`config.mk`:
```
export PLATFORM = sky130hd
export DESIGN_NAME = wb_cmd_master
export DESIGN_NICKNAME = d
export VERILOG_FILES = /design/src/rtl/wb_cmd_pkg.sv /design/src/rtl/wb_cmd_timeout.sv /design/src/rtl/wb_cmd_master.sv
export SDC_FILE = /design/constraint.sdc
export NUM_CORES = 1
export LEC_CHECK = 0
export ABC_AREA = 1
export CAP_MARGIN = 20
export CORE_AREA = 10 10 67 69
export CTS_BUF_LIST = sky130_fd_sc_hd__clkbuf_8
export CTS_CLUSTER_DIAMETER = 120
export DETAILED_ROUTE_END_ITERATION = 16
export DIE_AREA = 0 0 77 79
export HOLD_SLACK_MARGIN = 0.05
export PLACE_DENSITY = 0.85
export SYNTH_ARGS = -nofsm -noshare
export SYNTH_HDL_FRONTEND = slang
export SYNTH_SLANG_ARGS = --single-unit
export TNS_END_PERCENT = 30
```
`constraint.sdc`:
```
create_clock -name clk -period 1.3 [get_ports clk]
set_input_delay 0.26 -clock clk [delete_from_list [all_inputs] [get_ports clk]]
set_output_delay 0.26 -clock clk [all_outputs]
set_load 0.05 [all_outputs]
```
`src/rtl/wb_cmd_pkg.sv`:
```
// Shared types and constants for the Wishbone command master.
package wb_cmd_pkg;

    localparam int unsigned DEFAULT_ADDR_W = 8;
    localparam int unsigned DEFAULT_DATA_W = 8;

    // Wide enough to be truncated to any supported data width.
    localparam logic [63:0] ERR_DATA = '1;

    typedef enum logic [1:0] {
        IDLE = 2'd0,
        BUS  = 2'd1,
        RESP = 2'd2
    } state_t;

    function automatic int unsigned max_u(input int unsigned a, input int unsigned b);
        return (a > b) ? a : b;
    endfunction

endpackage

```
`src/rtl/wb_cmd_timeout.sv`:
```
// Bus-cycle watchdog: counts BUS cycles without ack and flags expiry on the last one.
module wb_cmd_timeout
    import wb_cmd_pkg::*;
#(
    parameter int unsigned TIMEOUT_CYCLES = 255
) (
    input  logic clk,
    input  logic rst_n,
    input  logic i_clear,
    input  logic i_count,
    output logic o_expired
);

    localparam int unsigned CNT_W = max_u(8, $clog2(TIMEOUT_CYCLES + 1));

    logic [CNT_W-1:0] r_cnt;

    always_ff @(posedge clk or negedge rst_n) begin
        if (!rst_n) begin
            r_cnt <= '0;
        end else if (i_clear) begin
            r_cnt <= '0;
        end else if (i_count) begin
            r_cnt <= r_cnt + 1'b1;
        end
    end

    // Fires during the TIMEOUT_CYCLES-th ack-less BUS cycle.
    assign o_expired = i_count && (r_cnt == CNT_W'(TIMEOUT_CYCLES - 1));

endmodule

```
`src/rtl/wb_cmd_master.sv`:
```
// Wishbone classic single-cycle initiator with valid/ready command and response ports.
// Optional ack watchdog enabled by defining WB_CMD_MASTER_TIMEOUT_EN.
module wb_cmd_master
    import wb_cmd_pkg::*;
#(
    parameter int unsigned ADDR_W         = DEFAULT_ADDR_W,
    parameter int unsigned DATA_W         = DEFAULT_DATA_W,
    parameter int unsigned TIMEOUT_CYCLES = 255
) (
    input  logic              clk,
    input  logic              rst_n,
    input  logic              cmd_valid,
    output logic              cmd_ready,
    input  logic              cmd_we,
    input  logic [ADDR_W-1:0] cmd_adr,
    input  logic [DATA_W-1:0] cmd_dat,
    output logic              rsp_valid,
    input  logic              rsp_ready,
    output logic [DATA_W-1:0] rsp_dat,
    output logic              rsp_err,
    output logic [ADDR_W-1:0] wb_adr_o,
    output logic [DATA_W-1:0] wb_dat_o,
    input  logic [DATA_W-1:0] wb_dat_i,
    output logic              wb_cyc_o,
    output logic              wb_stb_o,
    output logic              wb_we_o,
    input  logic              wb_ack_i,
    output logic              busy
);

    state_t            r_state, w_state_next;
    logic              r_cyc, w_cyc_next;
    logic              r_we, w_we_next;
    logic [ADDR_W-1:0] r_adr, w_adr_next;
    logic [DATA_W-1:0] r_dat, w_dat_next;
    logic [DATA_W-1:0] r_rsp_dat, w_rsp_dat_next;
    logic              r_rsp_err, w_rsp_err_next;
    logic              r_rsp_valid, w_rsp_valid_next;
    logic              w_start;
    logic              w_expired;

    assign w_start = (r_state == IDLE) && cmd_valid;

`ifdef WB_CMD_MASTER_TIMEOUT_EN
    logic w_count;

    assign w_count = (r_state == BUS) && !wb_ack_i;

    wb_cmd_timeout #(
        .TIMEOUT_CYCLES(TIMEOUT_CYCLES)
    ) u_timeout (
        .clk      (clk),
        .rst_n    (rst_n),
        .i_clear  (w_start),
        .i_count  (w_count),
        .o_expired(w_expired)
    );
`else
    // No watchdog: BUS waits for ack forever.
    assign w_expired = 1'b0 && (TIMEOUT_CYCLES != 0);
`endif

    always_ff @(posedge clk or negedge rst_n) begin
        if (!rst_n) begin
            r_state     <= IDLE;
            r_cyc       <= 1'b0;
            r_we        <= 1'b0;
            r_adr       <= '0;
            r_dat       <= '0;
            r_rsp_dat   <= '0;
            r_rsp_err   <= 1'b0;
            r_rsp_valid <= 1'b0;
        end else begin
            r_state     <= w_state_next;
            r_cyc       <= w_cyc_next;
            r_we        <= w_we_next;
            r_adr       <= w_adr_next;
            r_dat       <= w_dat_next;
            r_rsp_dat   <= w_rsp_dat_next;
            r_rsp_err   <= w_rsp_err_next;
            r_rsp_valid <= w_rsp_valid_next;
        end
    end

    always_comb begin
        w_state_next     = r_state;
        w_cyc_next       = r_cyc;
        w_we_next        = r_we;
        w_adr_next       = r_adr;
        w_dat_next       = r_dat;
        w_rsp_dat_next   = r_rsp_dat;
        w_rsp_err_next   = r_rsp_err;
        w_rsp_valid_next = r_rsp_valid;

        case (r_state)
            IDLE: begin
                if (w_start) begin
                    w_adr_next   = cmd_adr;
                    w_dat_next   = cmd_dat;
                    w_we_next    = cmd_we;
                    w_cyc_next   = 1'b1;
                    w_state_next = BUS;
                end
            end
            BUS: begin
                // Ack takes priority over a coincident timeout.
                if (wb_ack_i) begin
                    w_cyc_next       = 1'b0;
                    w_rsp_dat_next   = r_we ? '0 : wb_dat_i;
                    w_rsp_err_next   = 1'b0;
                    w_rsp_valid_next = 1'b1;
                    w_state_next     = RESP;
                end else if (w_expired) begin
                    w_cyc_next       = 1'b0;
                    w_rsp_dat_next   = DATA_W'(ERR_DATA);
                    w_rsp_err_next   = 1'b1;
                    w_rsp_valid_next = 1'b1;
                    w_state_next     = RESP;
                end
            end
            RESP: begin
                if (rsp_ready) begin
                    w_rsp_valid_next = 1'b0;
                    w_state_next     = IDLE;
                end
            end
            default: begin
                w_cyc_next       = 1'b0;
                w_rsp_valid_next = 1'b0;
                w_state_next     = IDLE;
            end
        endcase
    end

    assign cmd_ready = (r_state == IDLE);
    assign busy      = (r_state != IDLE);
    assign wb_cyc_o  = r_cyc;
    assign wb_stb_o  = r_cyc;
    assign wb_we_o   = r_we;
    assign wb_adr_o  = r_adr;
    assign wb_dat_o  = r_dat;
    assign rsp_dat   = r_rsp_dat;
    assign rsp_err   = r_rsp_err;
    assign rsp_valid = r_rsp_valid;

endmodule

```
==> impl_metrics.toml <==
[clock_network]
hold_buffers = 0
clkLatencyLatePin_ns = 0.27
htreeDepth = 2
clkTransAtPathRegs_ns = 0.06
clkSinkCount = 29
cts_made_buffers = 5
cts_root_buf = "clkbuf_8"
cts_tree = "yes"
clockBufferDepth = 2

[sta]
fin_crit_sh = 1.07
setup_viol = 2
final.setup.tns_ns = -0.182
slew_violations = 0
fmax_mhz = 719
fin_skew_ns = 0.00368
rsz0062_at_grt = "yes"
min_period_ns = 1.39
hold_viol = 0
layout_setup_ws_ns = -0.0915
whs_ns = 0.344

[logic_synthesis]
ys_types = 16
yosysTopAreaCellShare = 0.554
ys_top_cells_by_area = "dfrtp_1 55%, nand2_1 16%, nand3_2 6.1%, o21ai_2 5.4%, nand3_1 3.4%"
synth_area_sq_um = 1310
synth-adder-area-share = 0
synth_top_family_by_area = "simple AND/OR/NAND/NOR gates"
ys_warn_count = 0
postSynthAreaPerCell_sq_um = 9.77
synth.area.mux_share = 0
synth_xor_area_frac = 0
synth-seq-cells = 29
synth_compound_area_frac = 0.0688
synthSimpleGateAreaFrac = 0.289
syn-num-nets = 164
synth.largest_area_cell = "dfrtp_1"
synth_cells = 134
synth_seq_area_share = 0.554

[place]
portBuffers = 59
dpl.cell_count = 240
place_hpwl_mm = 2.74
placed_cell_area_sq_um = 2260
pre_cts_slack_ns = -0.0594
routabilityCongestion = 0.716

[pwr]
intPower_mw = 3.92
power.density_nw_per_um2 = 3060
power.switching_mw = 3.38
p_clk_frac = 0.095
ir_drop_mv = 1.68
comb_power_share = 0.659
leakage_nw = 1.15
p_seq_frac = 0.246
p_total_mw = 7.29
swShare = 0.463

[cells_and_area]
fin_cells = 252
drive_above_1_share = 0.354
nets = 235
fin_util = 0.737
layout_common_cells = "55 x nand2_1, 31 x buf_12, 29 x clkdlybuf4s50_1"
nFillCells = 229
seq_area_sq_um = 728
final_cell_area_sq_um = 2380
multiInputGateArea_sq_um = 472
syn_to_final_growth_pct = 82.0
final_common_cell = "nand2_1"
antennaDiodeCount = 0

[worst_setup_path]
reg2regPathDepth = 5
worst-path-max-fanout = 4
path_class = "register to output port"
crit_path_end_kind = "output port"
start_kind = "register"
worstPathRequired_ns = 1.04
crit_chain = "nor2_4 > clkinvlp_4 > buf_6"
r2r_setup_slack_ns = 0.08
timing.rr.start = "r_state[1]"
slowest_stage = "dfrtp_2"
crit_path_max_incr_delay_ns = 0.42
arrival_ns = 1.13
r2r-end = "rsp_dat[6]"

[die]
die_h_microns = 79
rows = 21
io_pins = 61
fp.dieArea_sq_um = 6080
placeableCoreArea_sq_um = 3230
start_util = 0.405
fp.dieW_microns = 77

[routing]
first_pass_iters = 5
postRouteAntennaNets = 0
vias = 1116
routedWlPerCell_microns = 13.9
routed_via_density = 4.43
routed_wl_mm = 3.50
drt_iter0_drc = 82
drc = 0

[global_route]
track_usage = 0.114
antenna_found_initial = 0
grt_pass1_wl_mm = 5.58
overflow = 0
grt_pass1_vias = 1174
grt_max_degree = 30

[worst_hold_path]
hp-class = "input port to asynchronous set/reset pin"

[run_status]
violations = "negative setup slack"
status = "finished with violations"

[run]
max_cap_violations = 0
==> worst max-delay path, delay by kind of cell (launching register included) <==
family	cells	cell delay [ns]
buffers and inverters	2	0.26
DFF	1	0.42
and+or+nand+nor	1	0.18
==> timing repair <==
action,in CTS,in global routing
endpoints found under the setup margin,2,2
buffers inserted,2,2
pin swaps,1,1
endpoints found under the hold margin,0,0
resized for setup,3,0
==> power groups by stage <==
stage               Sequential, mW  Combinational, mW  Clock (mW)
floorplan                     2.93               1.24           0
global route                  1.84               5.04       0.742
global placement              1.79               4.63           0
CTS                           1.81               4.80       0.702
finish                        1.80               4.81       0.690
detailed placement            1.82               4.69           0
==> logic make-up (layout without fill, tap and decap cells) <==
logic type             Yosys count  after routing
AO/OA/AOI/OAI                   12             12
buffers and inverters           16             88
flip-flops                      29             29
other                            1              1
AND/OR/NAND/NOR                 76             76
==> worst max-delay path by stage <==
stage | start | endpoint | slack [ns] | depth (start not counted)
6_report | r_state[1] | busy | -0.09 | 3
5_1_grt | r_state[1] | busy | -0.15 | 3
4_1_cts | r_state[0] | busy | -0.11 | 3
3_5_place_dp | wb_ack_i | rsp_dat[6] | -0.06 | 4
3_3_place_gp | wb_ack_i | rsp_dat[1] | -0.02 | 4
2_1_floorplan | r_state[0] | busy | -0.08 | 4
==> registers in the layout, summed over array words and instances (netlist names) <==
signal / flops
rsp_dat: 8
wb_adr_o: 8
wb_we_o: 1
wb_dat_o: 8
r_state: 2
wb_cyc_o: 1
rsp_valid: 1
==> cell type report <==
class | count | share of cell area
Clock buffer | 5 | 0.0289
Clock inverter | 3 | 0.00578
Inverter | 8 | 0.0142
Multi-Input combinational cell | 89 | 0.198
Sequential cell | 29 | 0.306
Tap cell | 46 | 0.0242
Timing Repair Buffer | 72 | 0.423
==> layer usage <==
layer / vias to the layer above / routed length [microns] / track usage
met1: 515 / 1310 / 0.110
met4: 0 / 59 / 0.0438
met2: 33 / 1890 / 0.209
li1: 562 / - / -
met3: 6 / 241 / 0.0507
met5: - / 0 / 0
==> synth_stat cells (all sizes together) <==
cell type	count
inv	8
o21ai	12
nor2	1
buf	8
nand2	57
conb	1
dfrtp	29
nand3	18
(Power assumes the default switching activity.)
